<file path="config.mk">
export PLATFORM = sky130hd
export DESIGN_NAME = prf_operand_fetch
export DESIGN_NICKNAME = d
export VERILOG_FILES = /design/src/rtl/prf_operand_fetch_pkg.sv /design/src/rtl/prf_operand_fetch.sv
export SDC_FILE = /design/constraint.sdc
export NUM_CORES = 1
export LEC_CHECK = 0
export CAP_MARGIN = 20
export CELL_PAD_IN_SITES_DETAIL_PLACEMENT = 1
export CELL_PAD_IN_SITES_GLOBAL_PLACEMENT = 2
export CORE_MARGIN = 10
export CORE_UTILIZATION = 27
export DETAILED_ROUTE_END_ITERATION = 8
export PLACE_DENSITY = 0.87
export SLEW_MARGIN = 40
export SYNTH_ARGS = -nofsm -noshare
export SYNTH_HDL_FRONTEND = slang
export SYNTH_SLANG_ARGS = --single-unit
</file>
<file path="constraint.sdc">
create_clock -name clk -period 3.15 [get_ports clk]
set_input_delay 0.63 -clock clk [delete_from_list [all_inputs] [get_ports clk]]
set_output_delay 0.63 -clock clk [all_outputs]
set_load 0.02 [all_outputs]
</file>
<file path="src/rtl/prf_operand_fetch_pkg.sv">
`default_nettype none
// ============================================================================
// Module   : prf_operand_fetch_pkg
// Purpose  : Shared widths and request-slot type for the operand-fetch stage.
// Revision : 1.0 - initial release
// ============================================================================
package prf_operand_fetch_pkg;

  localparam int PREG_W = 6;
  localparam int XLEN   = 32;

  // Fixed-width fields of a uop waiting for a PRF read port. The payload is
  // sized per instance and is kept in a separate register.
  typedef struct packed {
    logic [PREG_W-1:0] rs1_preg;
    logic [PREG_W-1:0] rs2_preg;
  } op_fetch_req_t;

endpackage : prf_operand_fetch_pkg
`default_nettype wire

</file>
<file path="src/rtl/prf_operand_fetch.sv">
`default_nettype none
// ============================================================================
// Module   : prf_operand_fetch
// Purpose  : Holds one issued uop, requests a shared PRF read port, captures
//            the granted operands and presents them to the FU (valid/ready).
// Revision : 1.0 - initial release
// ============================================================================
module prf_operand_fetch
  import prf_operand_fetch_pkg::*;
#(
  parameter int PAYLOAD_W    = 64,
  parameter int CNT_W        = 4,
  parameter int STARVE_LIMIT = 8
) (
  input  logic                 clk,
  input  logic                 rst,
  input  logic                 i_flush,
  input  logic                 i_iss_valid,
  output logic                 o_iss_ready,
  input  logic [PREG_W-1:0]    i_iss_rs1_preg,
  input  logic [PREG_W-1:0]    i_iss_rs2_preg,
  input  logic [PAYLOAD_W-1:0] i_iss_payload,
  output logic                 o_exec_req,
  output logic [PREG_W-1:0]    o_exec_rs1_preg,
  output logic [PREG_W-1:0]    o_exec_rs2_preg,
  input  logic                 i_exec_grant,
  input  logic [XLEN-1:0]      i_exec_rs1_data,
  input  logic [XLEN-1:0]      i_exec_rs2_data,
  output logic                 o_fu_valid,
  input  logic                 i_fu_ready,
  output logic [XLEN-1:0]      o_fu_rs1_data,
  output logic [XLEN-1:0]      o_fu_rs2_data,
  output logic [PAYLOAD_W-1:0] o_fu_payload,
  output logic                 o_starve_alarm
);

  localparam logic [CNT_W-1:0] c_cnt_max      = '1;
  localparam logic [CNT_W-1:0] c_starve_limit = CNT_W'(STARVE_LIMIT);

  // Request slot
  logic                 r_req_valid;
  op_fetch_req_t        r_req;
  logic [PAYLOAD_W-1:0] r_req_payload;

  // Output slot
  logic                 r_out_valid;
  logic [XLEN-1:0]      r_out_rs1_data;
  logic [XLEN-1:0]      r_out_rs2_data;
  logic [PAYLOAD_W-1:0] r_out_payload;

  logic [CNT_W-1:0]     r_starve_cnt;

  logic w_exec_req;
  logic w_grant_fire;
  logic w_iss_fire;
  logic w_drain;

  // Only request when the output slot can take the grant this very cycle, so
  // a grant is never wasted. Must not depend on i_iss_valid (no comb loop).
  assign w_exec_req   = r_req_valid && (!r_out_valid || i_fu_ready) && !i_flush;
  assign w_grant_fire = w_exec_req && i_exec_grant;
  assign o_iss_ready  = !i_flush && (!r_req_valid || w_grant_fire);
  assign w_iss_fire   = i_iss_valid && o_iss_ready;
  assign w_drain      = r_out_valid && i_fu_ready;

  assign o_exec_req      = w_exec_req;
  assign o_exec_rs1_preg = r_req.rs1_preg;
  assign o_exec_rs2_preg = r_req.rs2_preg;
  assign o_fu_valid      = r_out_valid;
  assign o_fu_rs1_data   = r_out_rs1_data;
  assign o_fu_rs2_data   = r_out_rs2_data;
  assign o_fu_payload    = r_out_payload;
  assign o_starve_alarm  = (r_starve_cnt >= c_starve_limit);

  // Request slot: load on issue, otherwise empty once the port is granted.
  always_ff @(posedge clk) begin
    if (rst) begin
      r_req_valid   <= 1'b0;
      r_req         <= '0;
      r_req_payload <= '0;
    end else if (i_flush) begin
      r_req_valid   <= 1'b0;
    end else if (w_iss_fire) begin
      r_req_valid   <= 1'b1;
      r_req.rs1_preg <= i_iss_rs1_preg;
      r_req.rs2_preg <= i_iss_rs2_preg;
      r_req_payload <= i_iss_payload;
    end else if (w_grant_fire) begin
      r_req_valid   <= 1'b0;
    end
  end

  // Output slot: capture PRF data on grant, empty on FU consumption.
  always_ff @(posedge clk) begin
    if (rst) begin
      r_out_valid    <= 1'b0;
      r_out_rs1_data <= '0;
      r_out_rs2_data <= '0;
      r_out_payload  <= '0;
    end else if (i_flush) begin
      r_out_valid    <= 1'b0;
    end else if (w_grant_fire) begin
      r_out_valid    <= 1'b1;
      r_out_rs1_data <= i_exec_rs1_data;
      r_out_rs2_data <= i_exec_rs2_data;
      r_out_payload  <= r_req_payload;
    end else if (w_drain) begin
      r_out_valid    <= 1'b0;
    end
  end

  // Starvation counter: counts denied requests; FU backpressure holds it.
  always_ff @(posedge clk) begin
    if (rst || i_flush) begin
      r_starve_cnt <= '0;
    end else if (w_grant_fire || !r_req_valid) begin
      r_starve_cnt <= '0;
    end else if (w_exec_req && (r_starve_cnt != c_cnt_max)) begin
      r_starve_cnt <= r_starve_cnt + 1'b1;
    end
  end

endmodule : prf_operand_fetch
`default_nettype wire

</file>
==> impl_metrics.env <==
export IMPL_status="finished, final reports clean"
export IMPL_critPathMaxStageDelay_ns=0.62
export IMPL_cp_common_cell="clkdlybuf4s50_1"
export IMPL_diodes=0
export IMPL_fin_tns_setup_ns=0
export IMPL_yosysWarnings=0
export IMPL_clk_insertion_delay_late_ns=0.53
export IMPL_antenna_left=0
export IMPL_multi_input_area_sq_um=3520
export IMPL_switching_share=0.2247
export IMPL_power_density_nw_per_um2=501.9
export IMPL_cp_arrival_ns=2.35
export IMPL_clock_skew_ns=0.01977
export IMPL_core_area_sq_um=29560
export IMPL_path_cells="clkdlybuf4s50_1 -> and2b_1 -> nand3_4 -> a21oi_1 -> clkdlybuf4s50_1"
export IMPL_dieArea_sq_um=37210
export IMPL_synth_nets=1070
export IMPL_finalCritPeriodShare=0.9447
export IMPL_intPower_mw=4.725
export IMPL_dp_cells=1546
export IMPL_cts_resized=0
export IMPL_synth_cell_type_count=23
export IMPL_r2r_cells=5
export IMPL_post_route_drc_count=0
export IMPL_r2r_start="o_fu_valid"
export IMPL_io_buffers=289
export IMPL_nets=1332
export IMPL_clkTransAtPathRegs_ns=0.06
export IMPL_gp_congestion=0.7523
export IMPL_syn_avg_cell_area_sq_um=8.754
export IMPL_crit_fanout=5
export IMPL_min_path_type="reg2reg"
export IMPL_cts_root_buffer="clkbuf_16"
export IMPL_start_kind="input port"
export IMPL_grt_max_degree=131
export IMPL_end_kind="primary output"
export IMPL_overflow=0
export IMPL_antenna_found_initial=0
export IMPL_register_area_sq_um=4204
export IMPL_clockPowerShare=0.460
export IMPL_critPathTopFamily="buffers and inverters"
export IMPL_cts_tree="built"
export IMPL_ctsLongestPathBuffers=3
export IMPL_pwr_share_comb=0.088
export IMPL_max_slew_worst_pin_slew_ns=0.6932
export IMPL_seq_area_frac_synth=0.5208
export IMPL_drv_cap=0
export IMPL_finalMaxSlewViolations=0
export IMPL_final_cells=1593
export IMPL_placed_area_sq_um=11340
export IMPL_area_growth_pct=50.46
export IMPL_finalSetupViolCount=0
export IMPL_peakVddDrop_v=0.0003775
export IMPL_num_rows=63
export IMPL_max_freq_ghz=0.3361
export IMPL_postCtsSetupRepairBufs=0
export IMPL_power_leakage_nw=4.166
export IMPL_min_path_cells=2
export IMPL_switching_power_mw=1.370
export IMPL_hold_ws_ns=0.4452
export IMPL_numCtsBuffers=26
export IMPL_h_tree_depth=1
export IMPL_die_h_um=192.9
export IMPL_fillCellCount=3376
export IMPL_num_vias=7041
export IMPL_wire_per_inst_um=16.90
export IMPL_dp_hpwl_um=18680
export IMPL_hold_viol=0
export IMPL_p_seq_frac=0.453
export IMPL_p_total_mw=6.095
export IMPL_grt_pass1_vias=7367
export IMPL_grt_pass1_wl_um=41300
export IMPL_ios=290
export IMPL_crit_buf_inv=2
export IMPL_min_from="r_req_payload[8]"
export IMPL_cts_hold_buf=0
export IMPL_relSlewSlack=0.5379
export IMPL_finalCriticalPeriod_ns=2.976
export IMPL_via_per_inst=4.420
export IMPL_finalInstanceArea_sq_um=12140
export IMPL_first_pass_iters=4
export IMPL_netlist_area_sq_um=8071
export IMPL_worstPathRequired_ns=2.52
export IMPL_hold_end="o_fu_payload[8]"
export IMPL_synth_seq_cells=210
export IMPL_die_w_um=192.9
export IMPL_rsz0062_at_grt="no"
export IMPL_grt_total_usage=0.1373
export IMPL_drive_above_1_share=0.04406
export IMPL_netlist_instances=922
export IMPL_rr_endpoint="o_exec_rs1_preg[2]"
export IMPL_crit_slowest_cell="clkdlybuf4s50_1"
export IMPL_finalWirelength_um=26930
export IMPL_clock_sinks=210
export IMPL_r2r_slack_ns=1.41
export IMPL_critPathKind="in2out"
export IMPL_drt_iter0_markers=245
export IMPL_initial_utilization=0.2731
## cell usage in the layout (no fill, tap or decap), types with 5 or more instances in the layout
| master | instances |
|---|---|
| dfxtp_1 | 210 |
| mux2i_1 | 77 |
| clkbuf_16 | 27 |
| clkbuf_1 | 12 |
| a21oi_1 | 132 |
| nand2b_1 | 153 |
| nand2_1 | 259 |
| clkdlybuf4s50_1 | 288 |
| clkbuf_8 | 5 |
| buf_12 | 10 |
## per-stage QoR
step                        util  setup WS [ns]
after CTS                 0.4108         0.1831
after detailed placement  0.3836         0.1817
final                     0.4108         0.1743
after global routing      0.4108         0.1060
after global placement    0.3836         0.2071
after floorplan                -         0.9137
## registers in the layout, indices dropped and copies added (netlist names)
register,flops
o_exec_rs1_preg,6
o_exec_rs2_preg,6
o_fu_payload,64
o_fu_rs1_data,32
o_fu_rs2_data,32
o_fu_valid,1
r_req_payload,64
r_req_valid,1
r_starve_cnt,4
## cell type report
class	instances	share of cell area
flip-flops and latches	210	0.3462
clock buffers	44	0.06501
multi-input cells	641	0.2898
inverters	3	0.0009273
repair buffers	302	0.2566
clock inverters	3	0.001236
well taps	390	0.04018
## worst max-delay path by stage
stage / slack, ns / cells after the start / start / end
global placement: 0.21 / 5 / i_flush / o_iss_ready
floorplan: 0.91 / 4 / i_flush / o_iss_ready
detailed placement: 0.18 / 5 / i_flush / o_iss_ready
finish: 0.17 / 5 / i_flush / o_iss_ready
global route: 0.11 / 5 / i_flush / o_iss_ready
CTS: 0.18 / 5 / i_flush / o_iss_ready
## kinds of logic after synthesis
family / synth area share
buf+inv: 0.04619
flops: 0.5208
simple gates: 0.2488
fa+ha+maj: 0.003100
compound gates: 0.08448
mux: 0.09549
xor+xnor: 0.001085
## routing by layer
metal / up-vias / GRT usage / wire [um]
li1: 3480 / - / -
met1: 3322 / 0.1589 / 11140
met2: 196 / 0.2321 / 12650
met3: 43 / 0.05313 / 2541
met4: 0 / 0.03698 / 591
met5: - / 0 / 0
## power by group through the flow
stage               clock, mW  sequential (mW)  combinational, mW
floorplan                   0             2.84              0.214
global placement            0             2.81              0.535
detailed placement          0             2.82              0.544
CTS                      2.92             2.76              0.546
global route             3.04             2.76              0.582
finish                   2.80             2.76              0.535
## worst register-to-register path, cell delays in order (launching register included)
cell and delay (ns):
dfxtp_1 0.32, nand2b_2 0.15, nand2_1 0.14, a21oi_4 0.53, buf_4 0.29, mux2i_1 0.22
## Yosys cell counts
master / number / share of area
mux2i_1: 77 / 0.095
nand2_1: 259 / 0.12
inv_1: 3 / 0.0014
nor3_1: 3 / 0.0019
a21oi_1: 132 / 0.082
o21ai_0: 1 / 0.00062
nand2b_1: 153 / 0.12
clkbuf_1: 35 / 0.016
nand3_1: 4 / 0.0025
dfxtp_1: 210 / 0.52
a21oi_2: 1 / 0.0011
nand2b_2: 1 / 0.0011
buf_6: 4 / 0.0056
nor2_1: 2 / 0.00093
a211oi_1: 1 / 0.00093
nand3b_1: 1 / 0.00093
buf_2: 13 / 0.0081
ha_1: 2 / 0.0031
and3_1: 1 / 0.00078
buf_4: 16 / 0.015
xnor2_1: 1 / 0.0011
or3_1: 1 / 0.00078
and2b_1: 1 / 0.00093
(Power assumes the default switching activity.)
